File: src/rtl/user_req_sched_pkg.sv
// -----------------------------------------------------------------------------
// user_req_sched_pkg
// Shared definitions for the user-region request scheduler: default address and
// length widths, and the scheduler FSM state encoding.
// -----------------------------------------------------------------------------
package user_req_sched_pkg;

  localparam int DEF_VADDR_BITS = 48;
  localparam int DEF_LEN_BITS   = 28;

  typedef enum logic [1:0] {
    IDLE  = 2'd0,
    GRANT = 2'd1,
    ISSUE = 2'd2
  } sched_state_t;

endpackage

File: src/rtl/user_req_sched_rr_arbiter.sv
// -----------------------------------------------------------------------------
// rr_arbiter
// Purely combinational round-robin pick. Searches the request vector starting
// at ptr+1 (mod N) and returns the first set requester.
// Ports:
//   req        in  N          request vector
//   ptr        in  $clog2(N)  index of the most recently served requester
//   gnt_onehot out N          one-hot grant (all zero when nothing requested)
//   gnt_idx    out $clog2(N)  grant index (0 when nothing requested)
//   gnt_any    out 1          at least one request present
// -----------------------------------------------------------------------------
module rr_arbiter #(
  parameter int N = 4
) (
  input  logic [N-1:0]         req,
  input  logic [$clog2(N)-1:0] ptr,
  output logic [N-1:0]         gnt_onehot,
  output logic [$clog2(N)-1:0] gnt_idx,
  output logic                 gnt_any
);

  localparam int IW = $clog2(N);

  function automatic logic [IW-1:0] wrap_idx(input logic [IW-1:0] base, input int off);
    return IW'((int'(base) + off) % N);
  endfunction

  always_comb begin
    // NOTE: every output gets a default before the search so no path leaves
    // one unassigned; otherwise synthesis infers a latch.
    gnt_idx = '0;
    gnt_any = 1'b0;
    // Walk from the farthest candidate to the nearest; the last hit (closest
    // to ptr+1) overwrites earlier ones, so no early exit is needed.
    for (int off = N; off >= 1; off--) begin
      if (req[wrap_idx(ptr, off)]) begin
        gnt_any = 1'b1;
        gnt_idx = wrap_idx(ptr, off);
      end
    end
    gnt_onehot = gnt_any ? (N'(1) << gnt_idx) : '0;
  end

endmodule

File: src/rtl/user_req_sched.sv
// -----------------------------------------------------------------------------
// user_req_sched
// Round-robin scheduler sharing one descriptor-bypass request channel among
// N_REQ requesters. Each accepted request is split into chunks that never cross
// a MAX_XFER-aligned boundary; in-flight chunks are limited by a credit counter.
// Ports:
//   aclk, aresetn  clock, asynchronous active-low reset
//   s_valid/s_ready/s_vaddr/s_len  per-requester request (fields packed i*W)
//   m_valid/m_ready/m_vaddr/m_len/m_id/m_last  chunk issue channel
//   cpl_valid    one pulse per completed chunk
//   outstanding  issued-but-uncompleted chunk count
//   busy         FSM not idle
//   err_cpl      sticky: completion seen with nothing outstanding
// -----------------------------------------------------------------------------
module user_req_sched
  import user_req_sched_pkg::*;
#(
  parameter  int N_REQ         = 4,
  parameter  int MAX_XFER      = 4096,
  parameter  int N_OUTSTANDING = 8,
  parameter  int VADDR_BITS    = DEF_VADDR_BITS,
  parameter  int LEN_BITS      = DEF_LEN_BITS,
  localparam int ID_BITS       = $clog2(N_REQ),
  localparam int CNT_BITS      = $clog2(N_OUTSTANDING + 1)
) (
  input  logic                        aclk,
  input  logic                        aresetn,
  input  logic [N_REQ-1:0]            s_valid,
  output logic [N_REQ-1:0]            s_ready,
  input  logic [N_REQ*VADDR_BITS-1:0] s_vaddr,
  input  logic [N_REQ*LEN_BITS-1:0]   s_len,
  output logic                        m_valid,
  input  logic                        m_ready,
  output logic [VADDR_BITS-1:0]       m_vaddr,
  output logic [LEN_BITS-1:0]         m_len,
  output logic [ID_BITS-1:0]          m_id,
  output logic                        m_last,
  input  logic                        cpl_valid,
  output logic [CNT_BITS-1:0]         outstanding,
  output logic                        busy,
  output logic                        err_cpl
);

  localparam int                   OFF_BITS   = $clog2(MAX_XFER);
  localparam logic [LEN_BITS-1:0]  MAX_LEN    = LEN_BITS'(MAX_XFER);
  localparam logic [CNT_BITS-1:0]  CREDIT_MAX = CNT_BITS'(N_OUTSTANDING);

  sched_state_t              state;
  logic [ID_BITS-1:0]        gnt;
  logic [ID_BITS-1:0]        ptr;
  logic [VADDR_BITS-1:0]     addr_q;
  logic [LEN_BITS-1:0]       rem_q;

  logic [N_REQ-1:0]          arb_onehot;
  logic [ID_BITS-1:0]        arb_idx;
  logic                      arb_any;

  logic [VADDR_BITS-1:0]     req_vaddr [N_REQ];
  logic [LEN_BITS-1:0]       req_len   [N_REQ];

  logic [LEN_BITS-1:0]       room;
  logic [LEN_BITS-1:0]       clen;
  logic                      in_issue;
  logic                      hs;
  logic                      dec;

  for (genvar g = 0; g < N_REQ; g++) begin : g_unpack
    assign req_vaddr[g] = s_vaddr[g*VADDR_BITS +: VADDR_BITS];
    assign req_len[g]   = s_len[g*LEN_BITS +: LEN_BITS];
  end

  rr_arbiter #(.N(N_REQ)) u_arb (
    .req        (s_valid),
    .ptr        (ptr),
    .gnt_onehot (arb_onehot),
    .gnt_idx    (arb_idx),
    .gnt_any    (arb_any)
  );

  // Bytes left before the next MAX_XFER boundary; a chunk never crosses it.
  assign room     = MAX_LEN - LEN_BITS'(addr_q[OFF_BITS-1:0]);
  assign clen     = (rem_q < room) ? rem_q : room;
  assign in_issue = (state == ISSUE);

  assign m_valid  = in_issue && (outstanding < CREDIT_MAX);
  assign m_vaddr  = addr_q;
  assign m_len    = clen;
  assign m_id     = gnt;
  // Gated by state so the idle value (rem_q == clen == 0) does not read as last.
  assign m_last   = in_issue && (rem_q == clen);
  assign busy     = (state != IDLE);

  assign hs       = m_valid && m_ready;
  assign dec      = cpl_valid && (outstanding != '0);

  always_ff @(posedge aclk or negedge aresetn) begin
    // NOTE: clocked state uses non-blocking assignments only, so every
    // register samples pre-edge values regardless of statement order.
    if (!aresetn) begin
      state   <= IDLE;
      gnt     <= '0;
      ptr     <= ID_BITS'(N_REQ - 1);
      addr_q  <= '0;
      rem_q   <= '0;
      s_ready <= '0;
    end else begin
      s_ready <= '0;
      case (state)
        IDLE: begin
          if (arb_any) begin
            gnt     <= arb_idx;
            s_ready <= arb_onehot;
            state   <= GRANT;
          end
        end
        GRANT: begin
          addr_q <= req_vaddr[gnt];
          rem_q  <= req_len[gnt];
          ptr    <= gnt;
          state  <= (req_len[gnt] == '0) ? IDLE : ISSUE;
        end
        ISSUE: begin
          if (hs) begin
            addr_q <= addr_q + VADDR_BITS'(clen);
            rem_q  <= rem_q - clen;
            if (m_last) state <= IDLE;
          end
        end
        default: state <= IDLE;
      endcase
    end
  end

  always_ff @(posedge aclk or negedge aresetn) begin
    if (!aresetn) begin
      outstanding <= '0;
      err_cpl     <= 1'b0;
    end else begin
      case ({hs, dec})
        2'b10:   outstanding <= outstanding + CNT_BITS'(1);
        2'b01:   outstanding <= outstanding - CNT_BITS'(1);
        default: outstanding <= outstanding;
      endcase
      if (cpl_valid && (outstanding == '0)) err_cpl <= 1'b1;
    end
  end

endmodule

File: config.mk
export PLATFORM = sky130hd
export DESIGN_NAME = user_req_sched
export DESIGN_NICKNAME = d
export VERILOG_FILES = /design/src/rtl/user_req_sched_pkg.sv /design/src/rtl/user_req_sched_rr_arbiter.sv /design/src/rtl/user_req_sched.sv
export SDC_FILE = /design/constraint.sdc
export NUM_CORES = 1
export LEC_CHECK = 0
export CAP_MARGIN = 5
export CORE_AREA = 2 2 155 157
export CTS_CLUSTER_DIAMETER = 150
export DETAILED_ROUTE_END_ITERATION = 7
export DIE_AREA = 0 0 157 159
export PLACE_DENSITY = 0.86
export SLEW_MARGIN = 15
export SYNTH_ARGS = -nofsm -noshare
export SYNTH_HDL_FRONTEND = slang
export SYNTH_SLANG_ARGS = --single-unit
File: constraint.sdc
create_clock -name aclk -period 8.35 [get_ports aclk]
set_input_delay 1.67 -clock aclk [delete_from_list [all_inputs] [get_ports aclk]]
set_output_delay 1.67 -clock aclk [all_outputs]
set_load 0.02 [all_outputs]
==> flow_summary.html, run 1 <==
<table>
<tr><th>Metric</th><th>Value</th></tr>
<tr><th colspan="2">Run status</th></tr>
<tr><td>Result of the run</td><td>complete, no violations</td></tr>
<tr><th colspan="2">STA</th></tr>
<tr><td>Fmax achieved</td><td>between 100 and 150 MHz</td></tr>
<tr><td>Number of hold violations in the final report</td><td>0</td></tr>
<tr><td>Layout Skew</td><td>between 10 and 15 ps</td></tr>
<tr><td>Actual transition at the worst max-transition pin</td><td>a little over 1000 ps</td></tr>
<tr><td>RSZ-0062 raised after global routing</td><td>false</td></tr>
<tr><td>Final setup fails</td><td>0</td></tr>
<tr><td>Post-route minimum period</td><td>about 7100 ps</td></tr>
<tr><td>Period utilisation layout</td><td>85.1%</td></tr>
<tr><td>Remaining max-slew budget at the tightest pin</td><td>32.0%</td></tr>
<tr><td>Final TNS setup</td><td>0 ps</td></tr>
<tr><td>Final max-slew violation count</td><td>0</td></tr>
<tr><th colspan="2">Job</th></tr>
<tr><td>Max-capacitance violation count</td><td>0</td></tr>
<tr><th colspan="2">Cells and area</th></tr>
<tr><td>Layout net count</td><td>1,800</td></tr>
<tr><td>Final design area excluding fillers</td><td>0.0142 mm2</td></tr>
<tr><td>Area overhead of the layout relative to synthesis</td><td>45.8%</td></tr>
<tr><td>Fraction of final layout cells sized beyond drive strength 1</td><td>9.91%</td></tr>
<tr><th colspan="2">Synth</th></tr>
<tr><td>Post-synthesis instance area</td><td>0.00972 mm2</td></tr>
<tr><td>Total number of yosys warnings</td><td>0</td></tr>
<tr><td>Syn Area/Cell</td><td>about 9.1 um2</td></tr>
<tr><td>Top cells by instance count after synthesis</td><td>sky130_fd_sc_hd__nand2_1, sky130_fd_sc_hd__dfrtp_1, sky130_fd_sc_hd__a21oi_1, sky130_fd_sc_hd__nor2_1, sky130_fd_sc_hd__mux4_2</td></tr>
<tr><td>Number of distinct library cell variants in the gate-level netlist after synthesis</td><td>81</td></tr>
<tr><td>Top cells by area, synth</td><td>sky130_fd_sc_hd__dfrtp_1, sky130_fd_sc_hd__mux4_2, sky130_fd_sc_hd__ha_1, sky130_fd_sc_hd__a21oi_1, sky130_fd_sc_hd__nand2_1</td></tr>
<tr><td>Library cell occupying the most area in the post-synthesis netlist</td><td>sky130_fd_sc_hd__dfrtp_1</td></tr>
<tr><td>Cell with the most instances after synthesis</td><td>sky130_fd_sc_hd__nand2_1</td></tr>
<tr><td>Yosys reg bits</td><td>91</td></tr>
<tr><td>Fraction of synthesis flops using an asynchronous set or reset pin</td><td>100%</td></tr>
<tr><td>Post-Synthesis Cells</td><td>1,065</td></tr>
<tr><td>Sequential area share after synthesis</td><td>23.4%</td></tr>
<tr><td>Commonest register cell after synthesis</td><td>sky130_fd_sc_hd__dfrtp_1</td></tr>
<tr><td>Number of enable flip-flop cells after synthesis</td><td>0</td></tr>
<tr><td>Fraction of post-synthesis cell area in the top cell type by area</td><td>22.9%</td></tr>
<tr><th colspan="2">Floorplanning</th></tr>
<tr><td>Core ar.</td><td>0.0232 mm2</td></tr>
<tr><td>Die Outline Area</td><td>0.0250 mm2</td></tr>
<tr><td>Initial Util</td><td>41.9%</td></tr>
<tr><td>Height of the die</td><td>159 um</td></tr>
<tr><td>Number of ports placed on the die boundary</td><td>402</td></tr>
<tr><td>Number of rows in the core area</td><td>56</td></tr>
<tr><td>Die Wd</td><td>157 um</td></tr>
<tr><th colspan="2">Clocking</th></tr>
<tr><td>Insertion delay to the later sink of the worst-skew pair</td><td>~360 ps</td></tr>
<tr><td>Cts repair resizes</td><td>0</td></tr>
<tr><td>Total clock buffers created by CTS</td><td>9</td></tr>
<tr><td>Clock sinks</td><td>about 90</td></tr>
<tr><td>TritonCTS clock tree</td><td>done</td></tr>
<tr><td>Library cell used as clock root buffer</td><td>sky130_fd_sc_hd__clkbuf_16</td></tr>
<tr><td>Level count of the clock H-tree</td><td>3</td></tr>
<tr><td>Worst-case clock buffer depth</td><td>2</td></tr>
<tr><td>Post-CTS Setup Inserts</td><td>0</td></tr>
<tr><td>Number of buffers added to fix hold violations after cts</td><td>0</td></tr>
<tr><td>CTS clk-pin slew, worst paths</td><td>~70 ps</td></tr>
<tr><th colspan="2">Drt</th></tr>
<tr><td>Number of optimization iterations in the first detailed-route pass</td><td>5</td></tr>
<tr><td>Initial DRC Count</td><td>941</td></tr>
<tr><td>Routed vias/inst</td><td>between 5 and 6</td></tr>
<tr><td>Final ANT Viol Nets</td><td>0</td></tr>
<tr><td>Number of remaining DRC errors</td><td>0</td></tr>
<tr><td>Average wire length per cell after detail routing</td><td>21.9 um</td></tr>
<tr><td>Detailed-route via count</td><td>~10,000</td></tr>
<tr><td>Sum of routed wire length over all layers</td><td>38.4 mm</td></tr>
<tr><th colspan="2">Pwr</th></tr>
<tr><td>Largest vdd supply drop</td><td>0.000258 V</td></tr>
<tr><td>Leakage</td><td>between 5 and 6 nW</td></tr>
<tr><td>Ratio of total power to cell area</td><td>between 300 and 400 mW/mm2</td></tr>
<tr><th colspan="2">Setup path</th></tr>
<tr><td>Standard cell with the maximum stage delay on the critical path</td><td>sky130_fd_sc_hd__clkdlybuf4s50_1</td></tr>
<tr><td>Reg2Reg Setup Slack</td><td>1960 ps</td></tr>
<tr><td>Launching element type of the critical path</td><td>flop</td></tr>
<tr><td>Largest fanout on the critical path</td><td>12</td></tr>
<tr><td>Arrival time at the worst endpoint</td><td>about 5400 ps</td></tr>
<tr><td>Category of the most critical setup path</td><td>flop to output port</td></tr>
<tr><td>Kind of end point of the critical path</td><td>output port</td></tr>
<tr><td>Critical register-to-register path endpoint</td><td>rem_q[24]</td></tr>
<tr><td>Required time at the endpoint of the critical path</td><td>6680 ps</td></tr>
<tr><td>Origin of the critical flop-to-flop path</td><td>m_vaddr[2]</td></tr>
<tr><td>Slowest stage delay, CP</td><td>about 640 ps</td></tr>
<tr><td>Path depth of the worst reg2reg path</td><td>24</td></tr>
<tr><td>Cells along the critical path</td><td>nor3_1 &gt; nand2b_1 &gt; nor4_1 &gt; nor3b_1 &gt; xnor2_1 &gt; inv_1 &gt; ha_1 &gt; a21o_1 &gt; a21o_1 &gt; a21oi_1 &gt; nand2_1 &gt; a21oi_1 &gt; o21ai_2 &gt; buf_4 &gt; mux2i_1 &gt; ha_1 &gt; and3_1 &gt; and2_1 &gt; nand4_1 &gt; nor2_1 &gt; clkdlybuf4s50_1</td></tr>
<tr><th colspan="2">Hold path</th></tr>
<tr><td>Capture endpoint of the worst hold path</td><td>ptr[0]</td></tr>
<tr><td>Worst Hold Class</td><td>flop to flop</td></tr>
<tr><td>Beginning of the worst hold path</td><td>ptr[0]</td></tr>
<tr><td>WHS Path Cells</td><td>2</td></tr>
<tr><th colspan="2">Placement</th></tr>
<tr><td>HPWL reported at the end of detailed placement</td><td>~30 mm</td></tr>
<tr><td>Count of buffers from port buffering</td><td>386</td></tr>
<tr><td>RD Place Congestion</td><td>0.919</td></tr>
<tr><td>Total cell area at the placement stage</td><td>0.0138 mm2</td></tr>
<tr><th colspan="2">GRT</th></tr>
<tr><td>Total gr overflow</td><td>0</td></tr>
<tr><td>Global-route wire length before repair</td><td>between 50 and 60 mm</td></tr>
<tr><td>Overall routing resource usage</td><td>30.5%</td></tr>
<tr><td>Largest net degree at the start of global routing</td><td>75</td></tr>
<tr><td>Number of global-route vias before repair</td><td>10,500</td></tr>
<tr><td>Antenna violations before repair</td><td>3</td></tr>
</table>
-- cell usage in the layout, fill, tap and decap left out, drive strengths merged, types with 11 or more instances in the layout --
master and count:
a21oi 86, o211ai 15, clkdlybuf4s50 385, a211oi 13, mux2i 23, dfrtp 89, nor4 22, ha 57
nor3 26, nand3 27, nor2 84, or3 11, nand4 14, mux4 76, and3 18, nand2 99
clkbuf 11, inv 42, a21o 30, conb 30, mux2 13, buf 13, xnor2 23, xor2 16
o21ai 66, a31oi 20
-- registers in the layout, indices dropped and copies added, names as in the netlist --
signal,cells
err_cpl,1
m_id,2
m_vaddr,48
outstanding,4
ptr,2
rem_q,28
s_ready,4
state,2
-- cell type report --
type / instances / area (um2)
Clock buffer: 11 / 243
Clock inverter: 5 / 85.1
Antenna cell: 2 / 5.00
Sequential cell: 91 / 2290
Multi-Input combinational cell: 887 / 7050
Timing Repair Buffer: 398 / 3950
Inverter: 41 / 154
Tap cell: 319 / 399
Fill cell: 1959 / 9020
-- cells by family after synthesis --
logic type | synth area share, %
muxes | 21.7
adders and majority gates | 7.95
DFF | 23.4
AOI/OAI and AO/OA | 19.8
xor gates and xnor gates | 3.51
other | 0.0386
buffers and inverters | 5.39
and+or+nand+nor | 18.1
-- routing by layer --
metal  up-vias  GRT usage, %  wire length, um
li1       4763             -                -
met1      5004          37.1            14900
met2       569          50.9            18300
met3        99          7.27             3460
met4         0          13.7             1790
met5         -             0                0
-- through the flow --
step,cells,utilization (%),power [mW],setup WS (ps),hold slack [ps]
after global placement,1736,59.7,5.01,1860,448
after global routing,1753,61.1,6.07,814,502
after floorplan,1094,-,3.81,2200,444
after detailed placement,1736,59.7,5.10,1740,468
final,1754,61.1,5.65,1250,481
after CTS,1752,61.1,5.60,1240,485
-- worst max path at each step --
stage,start,end,slack (ps),depth (start not counted)
floorplan,m_vaddr[2],rem_q[24],2200,25
global placement,m_vaddr[2],m_last,1860,21
detailed placement,m_vaddr[2],m_last,1740,21
CTS,m_vaddr[2],m_last,1240,21
global route,m_vaddr[2],m_last,810,21
finish,m_vaddr[2],m_last,1250,21
-- power by group --
part / switching [mW] / leakage, nW / total (mW) / internal, mW
clock network: 0.196 / 0.156 / 0.469 / 0.273
logic: 2.28 / 4.49 / 4.15 / 1.86
registers: 0.361 / 1.07 / 1.03 / 0.671
total: 2.84 / 5.71 / 5.65 / 2.81
-- critical path, delay by kind of cell (launching register included) --
family | cells | cell delay, ps
AO/OA/AOI/OAI | 5 | 830
XOR/XNOR | 1 | 220
adder cells (fa/ha/maj) | 2 | 690
buffers and inverters | 3 | 940
flip-flops | 1 | 460
multiplexers | 1 | 140
AND/OR/NAND/NOR | 9 | 1790
No activity file was read; power rests on OpenSTA's default activity.
==> inputs of run 2 (changes only) <==
HOLD_SLACK_MARGIN = 0.08   (was default)
==> results of run 2 <==
Same layout as run 1: the final DEF is identical, and so are final timing and power.
